===== config.mk =====
export PLATFORM = sky130hd
export DESIGN_NAME = usr_shift_sequencer
export DESIGN_NICKNAME = d
export VERILOG_FILES = /design/src/rtl/usr_pkg.sv /design/src/rtl/usr_core.sv /design/src/rtl/usr_shift_sequencer.sv
export SDC_FILE = /design/constraint.sdc
export NUM_CORES = 1
export LEC_CHECK = 0
export ABC_AREA = 0
export CAP_MARGIN = 25
export CORE_MARGIN = 2
export CORE_UTILIZATION = 52
export CTS_BUF_LIST = sky130_fd_sc_hd__clkbuf_8
export DETAILED_ROUTE_END_ITERATION = 8
export DONT_BUFFER_PORTS = 1
export PLACE_DENSITY = 0.68
export SYNTH_ARGS = -nofsm -noshare
export SYNTH_HDL_FRONTEND = slang
export SYNTH_HIERARCHICAL = 1
export SYNTH_SLANG_ARGS = --single-unit

===== constraint.sdc =====
create_clock -name clk -period 1.9 [get_ports clk]
set_input_delay 0.095 -clock clk [delete_from_list [all_inputs] [get_ports clk]]
set_output_delay 0.095 -clock clk [all_outputs]
set_load 0.02 [all_outputs]

===== src/rtl/usr_pkg.sv =====
// Shared encodings for the universal shift-register sequencer:
// command opcodes and the sequencer FSM state.
package usr_pkg;

    // Command opcodes as they appear on cmd_op.
    typedef enum logic [1:0] {
        OP_LOAD  = 2'd0,
        OP_ROTL  = 2'd1,
        OP_ROTR  = 2'd2,
        OP_CLEAR = 2'd3
    } op_t;

    // Sequencer states; the fourth encoding is unused and recovers to IDLE.
    typedef enum logic [1:0] {
        IDLE = 2'd0,
        EXEC = 2'd1,
        DONE = 2'd2
    } state_t;

    // True for the two rotate opcodes, which take their step count from the command.
    function automatic logic is_rotate(input op_t op);
        return (op == OP_ROTL) || (op == OP_ROTR);
    endfunction

endpackage


===== src/rtl/usr_core.sv =====
// WIDTH-bit universal register: parallel load or one-bit rotate per cycle.
// Priority is reset, then load, then enable (left wins over right).
module usr_core #(
    parameter int WIDTH = 4
) (
    input  logic             clk,
    input  logic             reset,
    input  logic             load,
    input  logic [WIDTH-1:0] load_data,
    input  logic             enable,
    input  logic             shift_left,
    input  logic             shift_right,
    output logic [WIDTH-1:0] q
);

    // Register update: load beats rotate; nothing changes when both are low.
    always_ff @(posedge clk or posedge reset) begin
        // NOTE: non-blocking assignments so every flop samples pre-edge values; blocking here would race other sequential blocks.
        if (reset) begin
            q <= '0;
        end else if (load) begin
            q <= load_data;
        end else if (enable) begin
            if (shift_left) begin
                q <= {q[WIDTH-2:0], q[WIDTH-1]};
            end else if (shift_right) begin
                q <= {q[0], q[WIDTH-1:1]};
            end
        end
    end

endmodule


===== src/rtl/usr_shift_sequencer.sv =====
// Command-driven sequencer around usr_core. Accepts one command in IDLE,
// steps the core in EXEC (one step per cycle), and presents the result in
// DONE until the consumer takes it.
module usr_shift_sequencer
    import usr_pkg::*;
#(
    parameter int WIDTH = 4,
    parameter int CNT_W = 3
) (
    input  logic             clk,
    input  logic             reset,
    input  logic             cmd_valid,
    output logic             cmd_ready,
    input  logic [1:0]       cmd_op,
    input  logic [WIDTH-1:0] cmd_data,
    input  logic [CNT_W-1:0] cmd_count,
    output logic             done_valid,
    input  logic             done_ready,
    output logic [WIDTH-1:0] done_q,
    output logic [WIDTH-1:0] q,
    output logic             busy
);

    state_t           state;
    op_t              op_r;
    logic [WIDTH-1:0] data_r;
    logic [CNT_W-1:0] steps;

    logic             core_load;
    logic [WIDTH-1:0] core_data;
    logic             core_enable;
    logic             core_left;
    logic             core_right;

    op_t              cmd_op_e;
    assign cmd_op_e = op_t'(cmd_op);

    // FSM, command latches, step counter and registered handshake outputs.
    always_ff @(posedge clk or posedge reset) begin
        if (reset) begin
            state      <= IDLE;
            op_r       <= OP_LOAD;
            data_r     <= '0;
            steps      <= '0;
            cmd_ready  <= 1'b1;
            busy       <= 1'b0;
            done_valid <= 1'b0;
        end else begin
            case (state)
                IDLE: begin
                    if (cmd_valid) begin
                        op_r      <= cmd_op_e;
                        data_r    <= cmd_data;
                        steps     <= is_rotate(cmd_op_e) ? cmd_count : CNT_W'(1);
                        cmd_ready <= 1'b0;
                        busy      <= 1'b1;
                        // A zero-length rotate has nothing to execute.
                        if (is_rotate(cmd_op_e) && (cmd_count == '0)) begin
                            state      <= DONE;
                            done_valid <= 1'b1;
                        end else begin
                            state <= EXEC;
                        end
                    end
                end
                EXEC: begin
                    steps <= steps - CNT_W'(1);
                    // This edge performs the last step.
                    if (steps <= CNT_W'(1)) begin
                        state      <= DONE;
                        done_valid <= 1'b1;
                    end
                end
                DONE: begin
                    if (done_ready) begin
                        state      <= IDLE;
                        done_valid <= 1'b0;
                        busy       <= 1'b0;
                        cmd_ready  <= 1'b1;
                    end
                end
                default: begin
                    state      <= IDLE;
                    done_valid <= 1'b0;
                    busy       <= 1'b0;
                    cmd_ready  <= 1'b1;
                end
            endcase
        end
    end

    // Core controls, decoded from registered state and latched command only.
    always_comb begin
        // NOTE: defaults first so every path assigns every signal and no latch is inferred.
        core_load   = 1'b0;
        core_data   = data_r;
        core_enable = 1'b0;
        core_left   = 1'b0;
        core_right  = 1'b0;
        if (state == EXEC) begin
            case (op_r)
                OP_LOAD:  core_load = 1'b1;
                OP_CLEAR: begin
                    core_load = 1'b1;
                    core_data = '0;
                end
                OP_ROTL: begin
                    core_enable = 1'b1;
                    core_left   = 1'b1;
                end
                OP_ROTR: begin
                    core_enable = 1'b1;
                    core_right  = 1'b1;
                end
                default: ;
            endcase
        end
    end

    usr_core #(
        .WIDTH(WIDTH)
    ) u_core (
        .clk        (clk),
        .reset      (reset),
        .load       (core_load),
        .load_data  (core_data),
        .enable     (core_enable),
        .shift_left (core_left),
        .shift_right(core_right),
        .q          (q)
    );

    // q holds outside EXEC, so in DONE it is the completion value.
    assign done_q = q;

endmodule


==> qor.tcl <==
set qor(post-place-ws_ns) 0.2320
set qor(rr_endpoint) {u_core/q[0]}
set qor(synth_top_cell_area_share_pct) 38.51
set qor(post_synth_top_flop) {sky130_fd_sc_hd__dfrtp_1}
set qor(synth.area.top_cells) {sky130_fd_sc_hd__dfrtp_1, sky130_fd_sc_hd__ha_1, sky130_fd_sc_hd__inv_1}
set qor(clock_latency_on_the_worst_skew_pair_ns) 0.25
set qor(pwr-share-clk_pct) 15.1
set qor(overflow) 0
set qor(first_global_vias) 780
set qor(antenna_found_initial) 0
set qor(grt_pass1_wl_um) 3277
set qor(timing.fmax_mhz) 609.3
set qor(crit_required_ns) 2.02
set qor(number_of_detailed_route_iterations_in_the_first_pass) 3
set qor(grt_start_max_net_pins) 15
set qor(route.antenna.remaining_nets) 0
set qor(critPathLaunchType) {flip-flop}
set qor(crit_path_max_fanout) 6
set qor(final.setup_skew_ns) 0.0008311
set qor(design.final.nets) 143
set qor(ios) 24
set qor(post-route-min-period_ns) 1.641
set qor(critical_path.startpoint) {op_r[0]}
set qor(dr_total_vias) 778
set qor(synth_nets) 134
set qor(placedCellCount) 137
set qor(cts_max_path_buffers) 2
set qor(setup_slack_ns) 0.2588
set qor(power.sequential.fraction_pct) 41.0
set qor(syn2layout_area_growth_pct) 12.57
set qor(worst_slew_pin_slew_ns) 0.5214
set qor(final_core_util_pct) 62.75
set qor(status) {complete, no violations}
set qor(clkSinkCount) 18
set qor(synth.lib_cells_used.distinct) 33
set qor(die_area_um2) 2510
set qor(post_synth_inst_count) 116
set qor(port-buffer-count) 0
set qor(post_route_cells_drive_above_1_share_pct) 12.10
set qor(cts-htree-levels) 1
set qor(postSynthAreaPerCell_um2) 9.524
set qor(core_region_area_um2) 1982
set qor(internal_power_mw) 1.196
set qor(worst-r2r-setup-slack_ns) 0.26
set qor(clkSlewWorstSetupHoldPaths_ns) 0.07
set qor(count_of_max_cap_constraint_violations) 0
set qor(slew_viol_final) 0
set qor(switching_power_mw) 0.8544
set qor(worst_ep_arrival_time_ns) 1.76
set qor(grt_setup_unrepaired) {false}
set qor(ys.warnings.count) 6
set qor(rel_slew_slack_pct) 65.20
set qor(antenna_cells_inserted) 0
set qor(share_of_power_burned_in_combinational_logic_pct) 43.8
set qor(gp_congestion) 0.8240
set qor(vdd_drop_max_mv) 0.7122
set qor(timing.final.hold_violations) 0
set qor(floorplan.die.height_um) 50.10
set qor(floorplan.die.width_um) 50.10
set qor(gr-usage-all-layers_pct) 17.06
set qor(post_cts_repair_timing_setup_buffer_count) 0
set qor(finalCritPeriodShare_pct) 86.38
set qor(swShare_pct) 41.66
set qor(drcViolationCount) 0
set qor(synthMostInstantiatedCell) {sky130_fd_sc_hd__dfrtp_1}
set qor(synth.cells.most_frequent) {sky130_fd_sc_hd__dfrtp_1, sky130_fd_sc_hd__inv_1, sky130_fd_sc_hd__nand2_1, sky130_fd_sc_hd__nor2_1, sky130_fd_sc_hd__and2_1}
set qor(initial_core_util_pct) 55.74
set qor(synth_largest_area_cell) {sky130_fd_sc_hd__dfrtp_1}
set qor(routedWlPerCell_um) 12.52
set qor(cts_tree) {done}
set qor(reg2reg_from) {op_r[0]}
set qor(post_layout_nonfiller_instances) 151
set qor(ys_seq_elements) 18
set qor(min_path_type) {primary input to flip-flop}
set qor(worstSetupEndpointType) {flip-flop}
set qor(cp-endpoint) {u_core/q[0]}
set qor(num_rows) 16
set qor(static-leakage-power_nw) 0.5619
set qor(hpwl_um) 1363
set qor(synth_edf_count) 0
set qor(post_drt_via_cell_ratio) 5.152
set qor(powerDensity_nw_per_um2) 1649
set qor(setup-tns-final_ns) 0
set qor(cts_root_buffer) {sky130_fd_sc_hd__clkbuf_8}
set qor(synthArstFlopShare_pct) 100.0
set qor(syn-cell-area_um2) 1105
set qor(routed_wl_um) 1890
set qor(numCtsBuffers) 3
set qor(ys_seq_area_share_pct) 40.88
set qor(critPathKind) {flip-flop to flip-flop}
set qor(ff2ff_path_depth) 6
set qor(final-setup-viol-count) 0
set qor(drt_first_iter_violations) 11
[cells by family (layout without fill, tap and decap cells)]
| logic type | count (synthesis) | in the layout | synth area share [%] |
|---|---|---|---|
| and+or+nand+nor | 41 | 41 | 19.59 |
| AOI/OAI and AO/OA | 24 | 24 | 16.53 |
| buffers and inverters | 21 | 29 | 10.76 |
| DFF | 18 | 18 | 40.88 |
| adders and majority gates | 5 | 5 | 5.663 |
| muxes | 5 | 5 | 4.983 |
| xor gates and xnor gates | 2 | 2 | 1.586 |
[cell usage in the layout, fill, tap and decap left out]
cell                            count
sky130_fd_sc_hd__a21oi_1            5
sky130_fd_sc_hd__xor2_1             1
sky130_fd_sc_hd__nand3_1            6
sky130_fd_sc_hd__o31ai_1            2
sky130_fd_sc_hd__nor3_1             2
sky130_fd_sc_hd__dfstp_2            1
sky130_fd_sc_hd__a2bb2oi_2          2
sky130_fd_sc_hd__nand2_1            9
sky130_fd_sc_hd__inv_1             12
sky130_fd_sc_hd__nor2b_1            1
sky130_fd_sc_hd__clkbuf_8           4
sky130_fd_sc_hd__a221o_1            3
sky130_fd_sc_hd__buf_4              3
sky130_fd_sc_hd__o221ai_1           1
sky130_fd_sc_hd__mux2_1             1
sky130_fd_sc_hd__and2_2             1
sky130_fd_sc_hd__xnor2_1            1
sky130_fd_sc_hd__o22a_1             1
sky130_fd_sc_hd__o21ai_0            5
sky130_fd_sc_hd__dfrtp_1           17
sky130_fd_sc_hd__ha_1               5
sky130_fd_sc_hd__nor2_1             9
sky130_fd_sc_hd__and2_1             6
sky130_fd_sc_hd__nand3b_1           2
sky130_fd_sc_hd__dlygate4sd3_1     10
sky130_fd_sc_hd__a221oi_1           1
sky130_fd_sc_hd__a21o_1             2
sky130_fd_sc_hd__nand2b_1           4
sky130_fd_sc_hd__mux2_2             3
sky130_fd_sc_hd__o21bai_1           1
sky130_fd_sc_hd__mux2i_1            1
sky130_fd_sc_hd__o32ai_1            1
sky130_fd_sc_hd__nor3b_4            1
[layout make-up]
class | instances | area (µm²)
fill | 164 | 738.2
multi-input combinational | 77 | 535.5
sequential | 18 | 451.7
timing repair buffer | 13 | 122.6
clock buffer | 4 | 55.05
inverter | 12 | 45.04
tap | 27 | 33.78
[timing repair]
item / CTS / global route
gates resized for setup: 0 / 1
setup endpoints to repair: 0 / 1
endpoints found under the hold margin: 26 / 0
hold buffers: 10 / 0
[power groups by stage]
| stage | clock, mW | sequential, mW | combinational (mW) |
|---|---|---|---|
| 2_1_floorplan | 0 | 0.748 | 0.887 |
| 3_3_place_gp | 0 | 0.837 | 0.863 |
| 3_5_place_dp | 0 | 0.850 | 0.876 |
| 4_1_cts | 0.322 | 0.842 | 0.902 |
| 5_1_grt | 0.337 | 0.880 | 1.02 |
| 6_report | 0.310 | 0.841 | 0.899 |
[state kept, by name, summed over array words and instances (netlist names)]
| name | count |
|---|---|
| data_r | 4 |
| op_r | 2 |
| state | 2 |
| cmd_ready | 1 |
| u_core/q | 4 |
| done_valid | 1 |
| busy | 1 |
| steps | 3 |
[layer usage]
metal	global-route usage (%)	wire length (µm)	up-vias
met1	24.38	962	353
met3	3.333	79	0
met2	26.32	848	19
li1	-	-	406
met4	4.167	0	0
met5	0	0	-
[through the flow]
step / total power [mW] / hold WS (ns) / instance area (µm²)
3_5_place_dp: 1.726 / -0.1248 / 1087
2_1_floorplan: 1.635 / -0.1389 / 1105
4_1_cts: 2.066 / 0.04374 / 1242
5_1_grt: 2.240 / 0.05441 / 1244
6_report: 2.051 / 0.04663 / 1244
3_3_place_gp: 1.701 / -0.1307 / 1087
[worst min-delay path by stage]
stage,from,depth (start not counted),endpoint
detailed placement,reset,1,u_core/q[0]
finish,done_ready,3,state[1]
global placement,reset,1,u_core/q[1]
global route,done_ready,3,state[1]
floorplan,reset,1,u_core/q[0]
CTS,done_ready,3,state[1]
[worst max-delay path, cell delays in order (launching register included)]
cell and delay, ns:
sky130_fd_sc_hd__dfrtp_1 0.38, sky130_fd_sc_hd__inv_1 0.08, sky130_fd_sc_hd__ha_1 0.30, sky130_fd_sc_hd__nor2_1 0.31, sky130_fd_sc_hd__nand2_1 0.10, sky130_fd_sc_hd__o32ai_1 0.25
sky130_fd_sc_hd__o31ai_1 0.10
Note: power is estimated with default switching activity, not from simulation.
